--- src/rtl/vga_timing_gen_pkg.sv ---
// Shared raster timing constants and helpers for vga_timing_gen and its axes.
package vga_timing_pkg;

  // 640x480@60 Hz default timing (pixels / lines)
  localparam int DEF_H_ACTIVE = 640;
  localparam int DEF_H_FP     = 16;
  localparam int DEF_H_SYNC   = 96;
  localparam int DEF_H_BP     = 48;
  localparam int DEF_V_ACTIVE = 480;
  localparam int DEF_V_FP     = 10;
  localparam int DEF_V_SYNC   = 2;
  localparam int DEF_V_BP     = 33;

  // Sync asserted levels
  localparam bit POL_ACTIVE_LOW  = 1'b0;
  localparam bit POL_ACTIVE_HIGH = 1'b1;

  typedef enum logic {
    ST_IDLE = 1'b0,
    ST_RUN  = 1'b1
  } state_e;

  // Total period of an axis from its four segments
  function automatic int calc_total(input int active, input int fp,
                                    input int sync, input int bp);
    return active + fp + sync + bp;
  endfunction

endpackage

--- src/rtl/vga_timing_gen_axis.sv ---
// One raster axis: wrap counter with registered sync/active decode.
// The first advance after clear presents count 0 (with decoded flags)
// instead of incrementing, so the axis starts cleanly at the origin.
module timing_axis #(
  parameter int W          = 10,
  parameter int TOTAL      = 800,
  parameter int SYNC_START = 656,
  parameter int SYNC_END   = 752,
  parameter int ACTIVE_END = 640,
  parameter bit POL        = 1'b0
) (
  input  logic         clk,
  input  logic         advance,
  input  logic         clear,
  output logic [W-1:0] count,
  output logic         wrap,
  output logic         sync,
  output logic         active
);

  localparam int unsigned WX = W + 1;
  localparam logic [W-1:0] LAST = W'(TOTAL - 1);
  // One extra bit so an end bound equal to 2^W is still representable
  localparam logic [W:0] SS = WX'(SYNC_START);
  localparam logic [W:0] SE = WX'(SYNC_END);
  localparam logic [W:0] AE = WX'(ACTIVE_END);

  logic         run_q, run_d;
  logic [W-1:0] count_q, count_d;
  logic         sync_q, sync_d;
  logic         active_q, active_d;
  logic [W:0]   cnt_x;

  // Next advance loads 0: either not yet running or at terminal count
  assign wrap = ~run_q | (count_q == LAST);

  // Next count and flags decoded from that next count (no extra stage)
  always_comb begin
    run_d    = run_q;
    count_d  = count_q;
    sync_d   = sync_q;
    active_d = active_q;
    cnt_x    = '0;
    if (clear) begin
      run_d    = 1'b0;
      count_d  = '0;
      sync_d   = ~POL;
      active_d = 1'b0;
    end else if (advance) begin
      run_d    = 1'b1;
      count_d  = wrap ? '0 : count_q + 1'b1;
      cnt_x    = {1'b0, count_d};
      sync_d   = (cnt_x >= SS && cnt_x < SE) ? POL : ~POL;
      active_d = (cnt_x < AE);
    end
  end

  // Axis state registers; clear acts as the synchronous reset
  always_ff @(posedge clk) begin
    run_q    <= run_d;
    count_q  <= count_d;
    sync_q   <= sync_d;
    active_q <= active_d;
  end

  assign count  = count_q;
  assign sync   = sync_q;
  assign active = active_q;

endmodule

--- src/rtl/vga_timing_gen.sv ---
// Parametrised raster timing generator: two timing_axis counters plus
// the IDLE/RUN control, line/frame start pulses and frame counter.
module vga_timing_gen
  import vga_timing_pkg::*;
#(
  parameter int W        = 10,
  parameter int H_ACTIVE = DEF_H_ACTIVE,
  parameter int H_FP     = DEF_H_FP,
  parameter int H_SYNC   = DEF_H_SYNC,
  parameter int H_BP     = DEF_H_BP,
  parameter int V_ACTIVE = DEF_V_ACTIVE,
  parameter int V_FP     = DEF_V_FP,
  parameter int V_SYNC   = DEF_V_SYNC,
  parameter int V_BP     = DEF_V_BP,
  parameter bit H_POL    = POL_ACTIVE_LOW,
  parameter bit V_POL    = POL_ACTIVE_LOW,
  parameter int FW       = 8
) (
  input  logic          i_Clk,
  input  logic          i_Rst_n,
  input  logic          i_En,
  output logic [W-1:0]  o_HPos,
  output logic [W-1:0]  o_VPos,
  output logic          o_HSync,
  output logic          o_VSync,
  output logic          o_Active,
  output logic          o_LineStart,
  output logic          o_FrameStart,
  output logic [FW-1:0] o_FrameCnt
);

  localparam int H_TOTAL = calc_total(H_ACTIVE, H_FP, H_SYNC, H_BP);
  localparam int V_TOTAL = calc_total(V_ACTIVE, V_FP, V_SYNC, V_BP);

  // Parameter sanity
  if (H_ACTIVE < 1 || H_SYNC < 1 || V_ACTIVE < 1 || V_SYNC < 1) begin : g_bad_seg
    $error("vga_timing_gen: active and sync segments must be at least 1");
  end
  if (H_FP < 0 || H_BP < 0 || V_FP < 0 || V_BP < 0) begin : g_bad_porch
    $error("vga_timing_gen: porch segments must not be negative");
  end
  if (H_TOTAL > (1 << W) || V_TOTAL > (1 << W)) begin : g_bad_w
    $error("vga_timing_gen: W too narrow for H_TOTAL-1 / V_TOTAL-1");
  end

  logic h_wrap, v_wrap, h_sync, v_sync, h_act, v_act;
  logic axis_clear;

  assign axis_clear = ~i_Rst_n;

  timing_axis #(
    .W(W), .TOTAL(H_TOTAL),
    .SYNC_START(H_ACTIVE + H_FP), .SYNC_END(H_ACTIVE + H_FP + H_SYNC),
    .ACTIVE_END(H_ACTIVE), .POL(H_POL)
  ) u_h (
    .clk(i_Clk), .advance(i_En), .clear(axis_clear),
    .count(o_HPos), .wrap(h_wrap), .sync(h_sync), .active(h_act)
  );

  // Vertical axis steps only on the enabled edge that wraps the line
  timing_axis #(
    .W(W), .TOTAL(V_TOTAL),
    .SYNC_START(V_ACTIVE + V_FP), .SYNC_END(V_ACTIVE + V_FP + V_SYNC),
    .ACTIVE_END(V_ACTIVE), .POL(V_POL)
  ) u_v (
    .clk(i_Clk), .advance(i_En & h_wrap), .clear(axis_clear),
    .count(o_VPos), .wrap(v_wrap), .sync(v_sync), .active(v_act)
  );

  state_e        state_q, state_d;
  logic          line_q, line_d;
  logic          frame_q, frame_d;
  logic [FW-1:0] fcnt_q, fcnt_d;

  // Next state, pulses and frame count; pulses default low every edge
  always_comb begin
    state_d = state_q;
    line_d  = 1'b0;
    frame_d = 1'b0;
    fcnt_d  = fcnt_q;
    if (i_En) begin
      case (state_q)
        ST_IDLE: begin
          state_d = ST_RUN;
          line_d  = 1'b1;
          frame_d = 1'b1;
        end
        ST_RUN: begin
          line_d = h_wrap;
          if (h_wrap && v_wrap) begin
            frame_d = 1'b1;
            fcnt_d  = fcnt_q + 1'b1;
          end
        end
        default: state_d = ST_IDLE;
      endcase
    end
  end

  // Control registers with synchronous active-low reset
  always_ff @(posedge i_Clk) begin
    if (!i_Rst_n) begin
      state_q <= ST_IDLE;
      line_q  <= 1'b0;
      frame_q <= 1'b0;
      fcnt_q  <= '0;
    end else begin
      state_q <= state_d;
      line_q  <= line_d;
      frame_q <= frame_d;
      fcnt_q  <= fcnt_d;
    end
  end

  assign o_HSync      = h_sync;
  assign o_VSync      = v_sync;
  assign o_Active     = h_act & v_act;
  assign o_LineStart  = line_q;
  assign o_FrameStart = frame_q;
  assign o_FrameCnt   = fcnt_q;

endmodule

--- config.mk ---
export PLATFORM = sky130hd
export DESIGN_NAME = vga_timing_gen
export DESIGN_NICKNAME = d
export VERILOG_FILES = /design/src/rtl/vga_timing_gen_pkg.sv /design/src/rtl/vga_timing_gen_axis.sv /design/src/rtl/vga_timing_gen.sv
export SDC_FILE = /design/constraint.sdc
export NUM_CORES = 1
export LEC_CHECK = 0
export BUFFER_PORTS_ARGS = -buffer_cell sky130_fd_sc_hd__buf_2
export CORE_AREA = 2 2 64 66
export CTS_BUF_LIST = sky130_fd_sc_hd__clkbuf_8 sky130_fd_sc_hd__clkbuf_16
export DETAILED_ROUTE_END_ITERATION = 6
export DIE_AREA = 0 0 66 68
export PLACE_DENSITY = 0.77
export SLEW_MARGIN = 25
export SYNTH_ARGS = -nofsm -noshare
export SYNTH_HDL_FRONTEND = slang
export SYNTH_SLANG_ARGS = --single-unit
--- constraint.sdc ---
create_clock -name i_Clk -period 2.1 [get_ports i_Clk]
set_input_delay 0.42 -clock i_Clk [delete_from_list [all_inputs] [get_ports i_Clk]]
set_output_delay 0.42 -clock i_Clk [all_outputs]
set_load 0.02 [all_outputs]
==> metrics.md <==
| Metric | Value |
|---|---|
| Number of I/O port buffers | 35 |
| Clock latency on the worst-skew pair | 0.29 ns |
| Final setup fails | 0 |
| Global-route usage over all layers | about a quarter |
| Final hold violation count | 0 |
| Mapped Cells | 256 |
| Via Count | 2,099 |
| Worst Path Arrival | 2.28 ns |
| Row cnt | 23 |
| RSZ-0062 raised after global routing | yes |
| Outcome | finished, final reports clean |
| Worst Path Max Fanout | 4 |
| Final period utilization | between 90 and 100% |
| Synth area leaders | dfxtp_1 (35%), a21oi_1 (6.6%), nand2_1 (4.8%) |
| Post-synth EDFFs | 0 |
| Boundary Pins | 36 |
| Placed Area | 0.00239 mm² |
| Maxcap violations | 0 |
| Switching Fraction | about a quarter |
| Max Buffers Root-to-Sink | 2 |
| Routed len/inst | about 14 µm |
| Synth cell types | 53 |
| Mean area per synthesized cell | 7.97 µm² |
| Clock power frac | 36.0% |
| Hold WS | 0.446 ns |
| CTS Sinks | 36 |
| Final design utilization | 66.4% |
| Sequential power share | 53.9% |
| Min-delay src | i_Rst_n |
| Slew Limit Fails | 0 |
| LEAKAGE | 1.04 nW |
| Gpl congestion | 0.952 |
| Worst-path clk slew | about 0.07 ns |
| Fin cells | around 370 |
| Initial core utilization | 52.9% |
| Core area | 0.00386 mm² |
| # diodes | 0 |
| Global-route wire length before repair | 8.51 mm |
| Startpoint Class | flop |
| Die ar. | 0.00449 mm² |
| Design Area, Final | roughly 0.0026 mm² |
| Sequential share of the synthesized area | roughly a third |
| Worst r2r src | u_h.count[5] |
| Area delta synth->final | 25.4% |
| Hold_buf cts | 0 |
| Setup TNS | 0 ns |
| Logic pwr share | about a tenth |
| Largest net degree at the start of global routing | 18 |
| Area leader, netlist | dfxtp_1 |
| Maximum VDD drop | a little over 400 µV |
| Pwr Density | 507 mW/mm² |
| Total power draw | approximately 1.3 mW |
| Fin crit period | 2.07 ns |
| Slew at the pin with the worst max-slew slack | 0.470 ns |
| Internal | 967 µW |
| Commonest cells after routing, fill and taps aside | dfxtp_1 (36), buf_2 (35), buf_4 (33) |
| Initial antenna violation count | 0 |
| Async S/R FF share, synth | 0% |
| Critical Path Source | u_h.count[5] |
| H-tree depth | 2 |
| Post-Synthesis Cell Area | 0.00204 mm² |
| Root buf cell | clkbuf_8 |
| Worst Hold Class | in2reg |
| Critical path class | reg2reg |
| Yosys warnings | 0 |
| Max-slew headroom | 68.3% |
| Vias in the first global route | 1,852 |
| Commonest non-fill, non-tap cell in the layout | dfxtp_1 |
| Dpl hpwl | ~3.8 mm |
| Fmax achieved | 0.484 GHz |
| Share of layout cells above drive strength 1 | 28.8% |
| Die Span Y | 68 µm |
| Num CTS Buffers | 5 |
| DR iter-0 viols | 205 |
| DR pass1 iterations | 4 |
| Via/cell ratio | 5.73 |
| Worst setup EP type | flop |
| Synth Net Count | 263 |
| Final ANT Viol Nets | 0 |
| DRT Wirelength | roughly 5.2 mm |
| Post-place setup slack | roughly 0.025 ns |
| Synth Register Bits | 36 |
| Global route overflow | 0 |
| Nets | 323 |
| Ys flop type | dfxtp_1 |
| Die W | 66 µm |
| Drt drc | 0 |
| Clock skew | 0.00828 ns |
| Crit path setup slack, layout | 0.0342 ns |
| Sw Pwr | 330 µW |
| Placed cell count | 350 |
| Worst path required time | 2.32 ns |
| CTS tree | built |
| Top-area cell type share of the netlist area | about a third |
-- Yosys cell counts, types with 2 or more instances --
cell      instances
o21a_1            4
nand2_1          26
nor4_1            3
a31oi_1           4
xnor2_1           4
nor2_1           22
nand3b_1          3
dfxtp_1          36
and2_1            3
a211oi_1          3
nor3_1           11
buf_1             2
buf_2             6
nand2b_1          3
inv_1             6
o21ai_0          13
clkbuf_1          5
nand3_2           2
xor2_1            3
and2_0            2
or3_1             8
a21boi_0          3
nor4b_1           5
ha_1              4
nand4_1           6
nand3_1          13
mux2i_1           4
a21oi_1          27
-- cell type report --
| type | instances | area, µm² |
|---|---|---|
| Tap cell | 50 | 62.6 |
| Clock inverter | 2 | 8.76 |
| Multi-Input combinational cell | 198 | 1250 |
| Sequential cell | 36 | 721 |
| Timing Repair Buffer | 68 | 423 |
| Inverter | 7 | 26.3 |
| Clock buffer | 5 | 68.8 |
| Fill cell | 338 | 1300 |
-- power by group through the flow --
stage               Clock [mW]  Combinational, mW  Sequential [mW]
finish                   0.467              0.130            0.699
global route             0.498              0.143            0.700
CTS                      0.473              0.111            0.699
detailed placement           0              0.111            0.715
global placement             0              0.109            0.714
floorplan                    0             0.0640            0.720
-- routing by layer --
| metal | vias up | GRT usage, % | part of all wire [%] |
|---|---|---|---|
| met5 | - | 0 | 0 |
| met4 | 0 | 7.40 | 1.7 |
| met3 | 10 | 4.44 | 5.3 |
| met2 | 70 | 40.9 | 48 |
| met1 | 973 | 31.8 | 45 |
| li1 | 1046 | - | - |
-- registers in the layout (all words and copies together) (netlist names) --
name          flops
u_h.run_q         1
o_FrameCnt        8
u_h.sync          1
u_v.count        10
o_FrameStart      1
u_v.run_q         1
u_h.count        10
u_h.active        1
o_LineStart       1
u_v.active        1
u_v.sync          1
-- kinds of logic (layout without fill, tap and decap cells) --
kind of cell	Yosys count	after routing	synth area share (%)
simple gates	117	117	31.4
buf+inv	22	82	4.84
mux	4	4	1.96
compound gates	66	66	21.0
fa+ha+maj	4	4	2.45
flops	36	36	35.3
xor+xnor	7	7	3.00
-- critical path, stage by stage, from the launching register on --
cell and delay (ns):
dfxtp_1 0.34, or4b_4 0.59, o31ai_4 0.37, buf_4 0.18, a21oi_1 0.05, or2_2 0.30
a21oi_1 0.15
-- path summary, 6_finish.rpt --
kind         slack (ns)            end  cells after the start
max                0.03     u_h.active                      6
min reg2reg        0.50  o_FrameCnt[7]                      2
min                0.45   u_v.count[3]                      2
max reg2reg        0.03     u_h.active                      6
-- repair_timing --
| action | CTS | global route |
|---|---|---|
| resized for setup | 0 | 6 |
| setup endpoints to repair | 0 | 13 |
| buffers inserted | 0 | 9 |
No activity file was read; power rests on OpenSTA's default activity.
